--- src/rtl/if_pkg.sv ---
// Shared constants for the IF stage: bubble/reset values, RV32 opcodes,
// RVC quadrant/funct3 codes and the realignment state encoding.
package if_pkg;

    localparam logic [31:0] NOP_INSN         = 32'h0000_0013;
    localparam logic [31:0] RESET_PC_DEFAULT = 32'h0000_0000;

    localparam logic [6:0] OP_IMM = 7'b0010011;
    localparam logic [6:0] OP     = 7'b0110011;
    localparam logic [6:0] LOAD   = 7'b0000011;
    localparam logic [6:0] STORE  = 7'b0100011;
    localparam logic [6:0] BRANCH = 7'b1100011;
    localparam logic [6:0] JAL    = 7'b1101111;
    localparam logic [6:0] JALR   = 7'b1100111;

    localparam logic [1:0] RVC_Q0 = 2'b00;
    localparam logic [1:0] RVC_Q1 = 2'b01;
    localparam logic [1:0] RVC_Q2 = 2'b10;

    localparam logic [2:0] C0_LW    = 3'b010;
    localparam logic [2:0] C0_SW    = 3'b110;
    localparam logic [2:0] C1_ADDI  = 3'b000;
    localparam logic [2:0] C1_JAL   = 3'b001;
    localparam logic [2:0] C1_LI    = 3'b010;
    localparam logic [2:0] C1_ARITH = 3'b100;
    localparam logic [2:0] C1_J     = 3'b101;
    localparam logic [2:0] C1_BEQZ  = 3'b110;
    localparam logic [2:0] C1_BNEZ  = 3'b111;
    localparam logic [2:0] C2_SLLI  = 3'b000;
    localparam logic [2:0] C2_CR    = 3'b100;

    typedef enum logic [1:0] {
        ALIGNED    = 2'd0,
        HALF       = 2'd1,
        MISALIGNED = 2'd2
    } fetch_state_e;

    function automatic logic [31:0] enc_i(input logic [11:0] imm, input logic [4:0] rs1,
                                          input logic [2:0] f3, input logic [4:0] rd,
                                          input logic [6:0] opc);
        return {imm, rs1, f3, rd, opc};
    endfunction

    function automatic logic [31:0] enc_r(input logic [6:0] f7, input logic [4:0] rs2,
                                          input logic [4:0] rs1, input logic [2:0] f3,
                                          input logic [4:0] rd, input logic [6:0] opc);
        return {f7, rs2, rs1, f3, rd, opc};
    endfunction

endpackage

--- src/rtl/rvc_expander.sv ---
// Combinational RV32C -> RV32I expander for the subset the fetch stage supports;
// anything else (including reserved encodings) becomes the canonical NOP.
module rvc_expander
    import if_pkg::*;
(
    input  logic [15:0] c_i,
    output logic [31:0] instr_o
);

    logic [4:0]  rd, rs2, rdp, rs1p;
    logic [11:0] imm6_sx, mem_imm;
    logic [20:0] j_off;
    logic [12:0] b_off;

    assign rd      = c_i[11:7];
    assign rs2     = c_i[6:2];
    assign rdp     = {2'b01, c_i[4:2]};
    assign rs1p    = {2'b01, c_i[9:7]};
    assign imm6_sx = {{6{c_i[12]}}, c_i[12], c_i[6:2]};
    assign mem_imm = {5'b0, c_i[5], c_i[12:10], c_i[6], 2'b00};
    assign j_off   = {{9{c_i[12]}}, c_i[12], c_i[8], c_i[10:9], c_i[6], c_i[7], c_i[2],
                      c_i[11], c_i[5:3], 1'b0};
    assign b_off   = {{4{c_i[12]}}, c_i[12], c_i[6:5], c_i[2], c_i[11:10], c_i[4:3], 1'b0};

    always_comb begin
        instr_o = NOP_INSN;
        case (c_i[1:0])
            RVC_Q0: begin
                case (c_i[15:13])
                    C0_LW:   instr_o = enc_i(mem_imm, rs1p, 3'b010, rdp, LOAD);
                    C0_SW:   instr_o = {mem_imm[11:5], rdp, rs1p, 3'b010, mem_imm[4:0], STORE};
                    default: instr_o = NOP_INSN;
                endcase
            end
            RVC_Q1: begin
                case (c_i[15:13])
                    C1_ADDI: instr_o = enc_i(imm6_sx, rd, 3'b000, rd, OP_IMM);
                    C1_JAL:  instr_o = {j_off[20], j_off[10:1], j_off[11], j_off[19:12], 5'd1, JAL};
                    C1_LI:   instr_o = enc_i(imm6_sx, 5'd0, 3'b000, rd, OP_IMM);
                    C1_ARITH: begin
                        case (c_i[11:10])
                            2'b00: if (!c_i[12]) instr_o = enc_r(7'b0000000, rs2, rs1p, 3'b101, rs1p, OP_IMM);
                            2'b01: if (!c_i[12]) instr_o = enc_r(7'b0100000, rs2, rs1p, 3'b101, rs1p, OP_IMM);
                            2'b10: instr_o = enc_i(imm6_sx, rs1p, 3'b111, rs1p, OP_IMM);
                            default: begin
                                // c[12]=1 here is the RV64-only subw/addw space
                                if (!c_i[12]) begin
                                    case (c_i[6:5])
                                        2'b00:   instr_o = enc_r(7'b0100000, rdp, rs1p, 3'b000, rs1p, OP);
                                        2'b01:   instr_o = enc_r(7'b0000000, rdp, rs1p, 3'b100, rs1p, OP);
                                        2'b10:   instr_o = enc_r(7'b0000000, rdp, rs1p, 3'b110, rs1p, OP);
                                        default: instr_o = enc_r(7'b0000000, rdp, rs1p, 3'b111, rs1p, OP);
                                    endcase
                                end
                            end
                        endcase
                    end
                    C1_J:    instr_o = {j_off[20], j_off[10:1], j_off[11], j_off[19:12], 5'd0, JAL};
                    C1_BEQZ, C1_BNEZ:
                        instr_o = {b_off[12], b_off[10:5], 5'd0, rs1p, {2'b00, c_i[13]},
                                   b_off[4:1], b_off[11], BRANCH};
                    default: instr_o = NOP_INSN;
                endcase
            end
            RVC_Q2: begin
                case (c_i[15:13])
                    C2_SLLI: if (!c_i[12]) instr_o = enc_r(7'b0000000, rs2, rd, 3'b001, rd, OP_IMM);
                    C2_CR: begin
                        if (!c_i[12]) begin
                            if (rs2 == 5'd0) begin
                                if (rd != 5'd0) instr_o = enc_i(12'd0, rd, 3'b000, 5'd0, JALR);
                            end else begin
                                instr_o = enc_r(7'b0000000, rs2, 5'd0, 3'b000, rd, OP);
                            end
                        end else begin
                            if (rs2 == 5'd0) begin
                                if (rd != 5'd0) instr_o = enc_i(12'd0, rd, 3'b000, 5'd1, JALR);
                            end else begin
                                instr_o = enc_r(7'b0000000, rs2, rd, 3'b000, rd, OP);
                            end
                        end
                    end
                    default: instr_o = NOP_INSN;
                endcase
            end
            default: instr_o = NOP_INSN;
        endcase
    end

endmodule

--- src/rtl/instruction_fetch.sv ---
// IF stage: owns the PC, reads instruction memory, registers instruction_1/PC_1/jj_16.
// Define RVC_EN to add the halfword realignment buffer and the RVC expander.
//
// state      | meaning
// ALIGNED    | PC_r[1]=0, no buffered halfword; fetch word PC_r[31:2]
// HALF       | halfword at PC_r is buffered (tag==PC_r); prefetch word PC_r[31:2]+1
// MISALIGNED | PC_r[1]=1 after a redirect with nothing buffered; fetch word PC_r[31:2]
module instruction_fetch
    import if_pkg::*;
#(
    parameter logic [31:0] RESET_PC = RESET_PC_DEFAULT,
    parameter logic [31:0] NOP      = NOP_INSN
) (
    input  logic        clk,
    input  logic        rst_n,
    input  logic        memory_stall,
    input  logic [31:0] branch_address,
    input  logic        PC_src,
    input  logic        IF_flush,
    input  logic        PC_write,
    output logic        ICACHE_ren,
    output logic [29:0] ICACHE_addr,
    input  logic [31:0] ICACHE_rdata,
    input  logic        ICACHE_stall,
    output logic [31:0] instruction_1,
    output logic [31:0] PC_1,
    output logic        jj_16
);

    logic [31:0] pc_q, pc_d, instr_q, instr_d, pc1_q, pc1_d;
    logic        freeze, redirect;

    assign freeze        = memory_stall | ICACHE_stall;
    assign redirect      = PC_src | IF_flush;
    assign ICACHE_ren    = rst_n;
    assign instruction_1 = instr_q;
    assign PC_1          = pc1_q;

`ifdef RVC_EN
    fetch_state_e state_q, state_d, cur_state;
    logic [15:0]  buf_q, buf_d, exp_in;
    logic [31:0]  tag_q, tag_d, exp_out;
    logic         jj_q, jj_d;
    logic         unused_ba0;

    assign unused_ba0 = branch_address[0];
    assign jj_16      = jj_q;

    // The tag compare guards against ever consuming a stale halfword
    always_comb begin
        if (state_q == HALF && tag_q == pc_q) cur_state = HALF;
        else if (pc_q[1])                     cur_state = MISALIGNED;
        else                                  cur_state = ALIGNED;
    end

    always_comb begin
        case (cur_state)
            HALF:       exp_in = buf_q;
            MISALIGNED: exp_in = ICACHE_rdata[31:16];
            default:    exp_in = ICACHE_rdata[15:0];
        endcase
    end

    assign ICACHE_addr = (cur_state == HALF) ? pc_q[31:2] + 30'd1 : pc_q[31:2];

    rvc_expander u_rvc_expander (
        .c_i     (exp_in),
        .instr_o (exp_out)
    );

    always_comb begin
        pc_d    = pc_q;
        instr_d = instr_q;
        pc1_d   = pc1_q;
        jj_d    = jj_q;
        state_d = state_q;
        buf_d   = buf_q;
        tag_d   = tag_q;
        if (!freeze && !PC_write) begin
            if (redirect) begin
                pc_d    = {branch_address[31:1], 1'b0};
                instr_d = NOP;
                jj_d    = 1'b0;
                state_d = ALIGNED;
            end else begin
                pc1_d = pc_q;
                case (cur_state)
                    HALF: begin
                        if (buf_q[1:0] != 2'b11) begin
                            instr_d = exp_out;
                            jj_d    = 1'b1;
                            pc_d    = pc_q + 32'd2;
                            state_d = ALIGNED;
                        end else begin
                            instr_d = {ICACHE_rdata[15:0], buf_q};
                            jj_d    = 1'b0;
                            buf_d   = ICACHE_rdata[31:16];
                            tag_d   = pc_q + 32'd4;
                            pc_d    = pc_q + 32'd4;
                        end
                    end
                    MISALIGNED: begin
                        if (ICACHE_rdata[17:16] != 2'b11) begin
                            instr_d = exp_out;
                            jj_d    = 1'b1;
                            pc_d    = pc_q + 32'd2;
                            state_d = ALIGNED;
                        end else begin
                            // upper half needs the next word: bubble now, finish from HALF
                            instr_d = NOP;
                            jj_d    = 1'b0;
                            buf_d   = ICACHE_rdata[31:16];
                            tag_d   = pc_q;
                            state_d = HALF;
                        end
                    end
                    default: begin
                        if (ICACHE_rdata[1:0] == 2'b11) begin
                            instr_d = ICACHE_rdata;
                            jj_d    = 1'b0;
                            pc_d    = pc_q + 32'd4;
                            state_d = ALIGNED;
                        end else begin
                            instr_d = exp_out;
                            jj_d    = 1'b1;
                            buf_d   = ICACHE_rdata[31:16];
                            tag_d   = pc_q + 32'd2;
                            pc_d    = pc_q + 32'd2;
                            state_d = HALF;
                        end
                    end
                endcase
            end
        end
    end

    always_ff @(posedge clk) begin
        if (!rst_n) begin
            pc_q    <= RESET_PC;
            instr_q <= NOP;
            pc1_q   <= RESET_PC;
            jj_q    <= 1'b0;
            state_q <= ALIGNED;
            buf_q   <= 16'h0000;
            tag_q   <= 32'h0000_0000;
        end else begin
            pc_q    <= pc_d;
            instr_q <= instr_d;
            pc1_q   <= pc1_d;
            jj_q    <= jj_d;
            state_q <= state_d;
            buf_q   <= buf_d;
            tag_q   <= tag_d;
        end
    end
`else
    logic [1:0] unused_ba_lo;

    assign unused_ba_lo = branch_address[1:0];
    assign jj_16        = 1'b0;
    assign ICACHE_addr  = pc_q[31:2];

    always_comb begin
        pc_d    = pc_q;
        instr_d = instr_q;
        pc1_d   = pc1_q;
        if (!freeze && !PC_write) begin
            if (redirect) begin
                pc_d    = {branch_address[31:2], 2'b00};
                instr_d = NOP;
            end else begin
                instr_d = ICACHE_rdata;
                pc1_d   = pc_q;
                pc_d    = pc_q + 32'd4;
            end
        end
    end

    always_ff @(posedge clk) begin
        if (!rst_n) begin
            pc_q    <= RESET_PC;
            instr_q <= NOP;
            pc1_q   <= RESET_PC;
        end else begin
            pc_q    <= pc_d;
            instr_q <= instr_d;
            pc1_q   <= pc1_d;
        end
    end
`endif

endmodule

--- config.mk ---
export PLATFORM = sky130hd
export DESIGN_NAME = instruction_fetch
export DESIGN_NICKNAME = d
export VERILOG_FILES = /design/src/rtl/if_pkg.sv /design/src/rtl/rvc_expander.sv /design/src/rtl/instruction_fetch.sv
export SDC_FILE = /design/constraint.sdc
export NUM_CORES = 1
export LEC_CHECK = 0
export BUFFER_PORTS_ARGS = -buffer_cell sky130_fd_sc_hd__buf_2
export CORE_MARGIN = 2
export CORE_UTILIZATION = 49
export DETAILED_ROUTE_END_ITERATION = 6
export PLACE_DENSITY = 0.8
export RECOVER_POWER = 100
export SETUP_SLACK_MARGIN = 0.15
export SYNTH_ARGS = -nofsm -noshare
export SYNTH_HDL_FRONTEND = slang
export SYNTH_SLANG_ARGS = --single-unit
--- constraint.sdc ---
create_clock -name clk -period 2.7 [get_ports clk]
set_input_delay 0 -clock clk [delete_from_list [all_inputs] [get_ports clk]]
set_output_delay 0 -clock clk [all_outputs]
set_load 0.02 [all_outputs]
======== After elaboration in Yosys (flattened, before gate mapping) ========
Cells that the tools add are included.
storage, ports and cells
  register bits ........................... 96
  input bits .............................. 71
cells by class
  add/subtract/negate cells ............... 1
  bitwise gates (word level) .............. 3
  mux-type cells .......................... 2
  reduce and logical (&&, ||, !) cells .... 4
operator list
  cell                   count
  $mux 32                2
  $add 32x3->32 const B  1
  $logic_not 1->1        2
  $or 1x1->1             2
  $reduce_and 2->1       1
  $logic_and 1x1->1      1
  $not 1->1              1

======== Logic depth before layout (Yosys ltp) ========
  depth after elaboration ................. 4
  gate-level depth with buffers ........... 7

======== Worst setup path after synthesis ========
Ideal clock, no wire load.
  path type ............................... register -> register
  start ................................... reg pc_q[2]
  end ..................................... reg pc_q[26]
  buffers on the path ..................... 1
  slack ................................... 601 ps
  cell stages (with the launch flop) ...... 7
  period minus slack after synthesis ...... 2099 ps
  required time ........................... 2580 ps
  library setup time ...................... 120 ps
  data arrival time ....................... 1979 ps
  path through ............................ dfxtp_1 ha_1 and4_2 clkbuf_1 nand4_1 o311a_1 a211o_1
on the way
  cells in the longest elaborated chain, start to end .. 2
ends and longest elaborated chain
  what                    RTL line                  text
  start, declared         instruction_fetch.sv:30   logic [31:0] pc_q, pc_d, instr_q, instr_d, pc1_q, pc1_d;
  start signal, assigned  instruction_fetch.sv:185  pc_q <= pc_d;
  $add 32x3->32           instruction_fetch.sv:174  pc_d = pc_q + 32'd4;
  $mux 32                 instruction_fetch.sv:168  if (redirect) begin
Every way passes these cells.
A chain may end at the register's enable or synchronous reset.

======== Worst setup path after layout ========
  start ................................... in ICACHE_stall
  end ..................................... reg instr_q[22] (netlist: instruction_1[22])
on the way
  cells in the longest elaborated chain, start to end .. 3
ends and longest elaborated chain
  what                  RTL line                  text
  start, declared       instruction_fetch.sv:24   input logic ICACHE_stall,
  $or 1x1->1            instruction_fetch.sv:33   assign freeze = memory_stall | ICACHE_stall;
  $logic_not 1->1       instruction_fetch.sv:167  if (!freeze && !PC_write) begin
  $logic_and 1x1->1     instruction_fetch.sv:167
  end signal, assigned  instruction_fetch.sv:186  instr_q <= instr_d;
  end, declared         instruction_fetch.sv:30
Every way passes these cells.

==> metrics.md <==
| Metric | Value |
|---|---|
| R2r setup slk | `320 ps` |
| Layout net count | `a little over 800` |
| Die Y | `~100 µm` |
| Worst-Skew Late Latency | `360 ps` |
| Vias in the first global route | `4719` |
| Clock Path Buffers | `2` |
| Via count | `about 5000` |
| Post-place setup slack | `444 ps` |
| Top_reg_cell synth | `dfxtp_1` |
| Syn Inst Count | `about 570` |
| Post_cts resized | `0` |
| Relative max-transition margin | `28.9%` |
| Count of pins over their slew limit | `0` |
| Final Hold Viols | `0` |
| Fin Clk Skew | `14.6 ps` |
| CTS Buf Count | `9` |
| GRT Overall Usage | `28.8%` |
| Boundary pin count | `between 150 and 200` |
| DR WL/cell | `~17 µm` |
| Ant diodes | `0` |
| Std cell rows | `34` |
| Worst r2r dst | `pc_q[22]` |
| Syn avg cell area | `7.58 µm²` |
| Core area | `8680 µm²` |
| DRC viols | `0` |
| Maxcap violations | `0` |
| CP max FO | `34` |
| Ys Warns | `0` |
| Layout cells sized above 1 | `14.2%` |
| Htree depth | `3` |
| Pwr Density | `around 510 nW/µm²` |
| Number of synthesized flops with an enable pin | `0` |
| Worst Max-Slew Pin Slew | `1060 ps` |
| Hold crit path type | `input pin to register` |
| TritonCTS Sinks | `92` |
| Syn-to-layout area delta | `30.8%` |
| Aggregate routed wire length | `14300 µm` |
| Largest net degree at the start of global routing | `48` |
| CTS tree | `yes` |
| Hold path startpoint | `branch_address[4]` |
| Max VDD drop | `265 µV` |
| Port-buffer cells | `161` |
| CP Launch Type | `input pin` |
| Die area | `9650 µm²` |
| Pre-antenna DRT Iters | `5` |
| Setup ws final | `approximately 310 ps` |
| Minimum clock period | `2390 ps` |
| First-pass GRT wire length | `22900 µm` |
| Placer Congestion | `0.958` |
| Flop and latch count out of synthesis | `92` |
| Sequential cell area fraction in the yosys report | `between 40 and 50%` |
| Initial antenna violation count | `0` |
| Worst Hold End | `pc_q[4]` |
| Starting Density | `50.1%` |
| Worst Setup End Kind | `register` |
| Setup CP Type | `input pin to register` |
| WP data required | `2970 ps` |
| Achievable frequency | `approximately 420 MHz` |
| R2R cell count | `5` |
| TNS Setup | `0 ps` |
| Hold path depth | `4` |
| Worst-path clk slew | `about 100 ps` |
| Tot Pwr | `2910 µW` |
| WHS | `2.44 ps` |
| Root Driver | `clkbuf_8` |
| RR Startpoint | `pc_q[2]` |
| Async SR Flop Fraction | `0%` |
| Hpwl dp | `9370 µm` |
| Tcrit/Tclk final | `between 80% and 90%` |
| Chip width | `98.2 µm` |
| RSZ-0062 raised after global routing | `false` |
| Synth cell types | `62` |
| Synthesized area | `4350 µm²` |
| Status | `completed` |
| Setup violators final | `0` |
| Crit path DAT | `2650 ps` |
| Leakage dissipation | `approximately 0.002 µW` |
| Gr ovfl total | `0` |
| DRT iter0 DRCs | `392` |
| Post-DR vias/cell | `5.93` |
| Detail Route Antenna Nets | `0` |
==> critical path, stage by stage <==
cell and delay (ps):
clkbuf_1 100, nor3_1 860, clkbuf_2 750, clkbuf_1 570
nand3_1 160, a21oi_1 200
==> where the power goes <==
part | internal [µW] | total, µW | switching (µW)
sequential | 1380 | 1420 | 38.6
combinational | 130 | 315 | 185
clock | 651 | 1170 | 522
total | 2160 | 2910 | 746
==> cell families (layout without fill, tap and decap cells) <==
| logic type | count (synthesis) | in the layout | synth area share [%] |
|---|---|---|---|
| AO/OA/AOI/OAI | 153 | 153 | 21.4 |
| adder cells (fa/ha/maj) | 1 | 1 | 0.288 |
| buffers and inverters | 60 | 233 | 5.78 |
| other | 1 | 3 | 0.0862 |
| AND/OR/NAND/NOR | 264 | 264 | 29.4 |
| multiplexers | 3 | 3 | 0.719 |
| flip-flops | 92 | 92 | 42.3 |
==> synth_stat cells (3+ instances only) <==
| master | instances | area share [%] |
|---|---|---|
| o31a_1 | 4 | 0.81 |
| buf_2 | 8 | 0.92 |
| o311ai_0 | 3 | 0.60 |
| and3_1 | 7 | 1.0 |
| nor3_1 | 11 | 1.3 |
| or3_1 | 4 | 0.58 |
| a21oi_1 | 86 | 9.9 |
| dfxtp_1 | 92 | 42 |
| o22ai_1 | 6 | 0.86 |
| nand2_1 | 124 | 11 |
| nand4_1 | 11 | 1.6 |
| a31oi_1 | 5 | 0.72 |
| or4_1 | 4 | 0.69 |
| o31ai_1 | 4 | 0.69 |
| o21ai_0 | 14 | 1.6 |
| nor2_1 | 23 | 2.0 |
| clkbuf_1 | 37 | 3.2 |
| and4_1 | 9 | 1.8 |
| a21o_1 | 3 | 0.52 |
| buf_1 | 7 | 0.60 |
| or2_2 | 3 | 0.43 |
| a211oi_1 | 4 | 0.69 |
| buf_4 | 4 | 0.69 |
| a22oi_1 | 4 | 0.69 |
| nand3_1 | 50 | 5.8 |
==> how the worst max path moves through the flow <==
stage,startpoint,endpoint,slack (ps),cells past startpoint
6_report,ICACHE_stall,instruction_1[22],310,6
5_1_grt,ICACHE_stall,instruction_1[23],80,6
4_1_cts,pc_q[2],pc_q[22],420,5
3_5_place_dp,pc_q[2],pc_q[22],440,5
3_3_place_gp,pc_q[2],pc_q[26],590,5
2_1_floorplan,pc_q[2],pc_q[26],600,6
==> layout make-up <==
| class | instances | area (µm²) |
|---|---|---|
| sequential | 92 | 1840 |
| inverter | 3 | 11.3 |
| clock buffer | 10 | 138 |
| tap | 108 | 135 |
| timing repair buffer | 214 | 1170 |
| multi-input combinational | 424 | 2270 |
| clock inverter | 6 | 116 |
| fill | 786 | 2990 |
==> timing repair <==
item | CTS | global route
endpoints found under the hold margin | 41 | 0
hold buffers | 41 | 0
buffers inserted | 0 | 0
==> flip-flops by register name, indices dropped and copies added, names as in the netlist <==
name           cells
instruction_1     32
PC_1              30
pc_q              30
==> stage by stage <==
step                      cells  cell area (µm²)  util, %
after floorplan             576             4360        -
after global placement      800             5160     59.5
after detailed placement    800             5160     59.5
after CTS                   857             5830     67.2
after global routing        857             5690     65.6
final                       857             5690     65.6
==> cell usage in the layout, fill, tap and decap left out, drive strengths merged, types with 5 or more instances in the layout <==
cell type,netlist,final
a21oi,86,86
a31oi,5,5
and3,7,7
and4,11,11
buf,19,75
clkbuf,38,108
dfxtp,92,92
dlygate4sd3,0,41
inv,3,6
nand2,124,124
nand3,51,51
nand4,11,11
nor2,23,23
nor3,11,11
o21ai,14,14
o22ai,6,6
or4,5,5
==> layer usage <==
metal  up-vias  track usage [%]  share of wire (%)
li1       2399                -                  -
met1      2392             36.6                 41
met2       262             47.5                 48
met3        28             7.02                9.0
met4         0             10.9                2.1
met5         -                0                  0
Power figures use the tool's default switching activity.
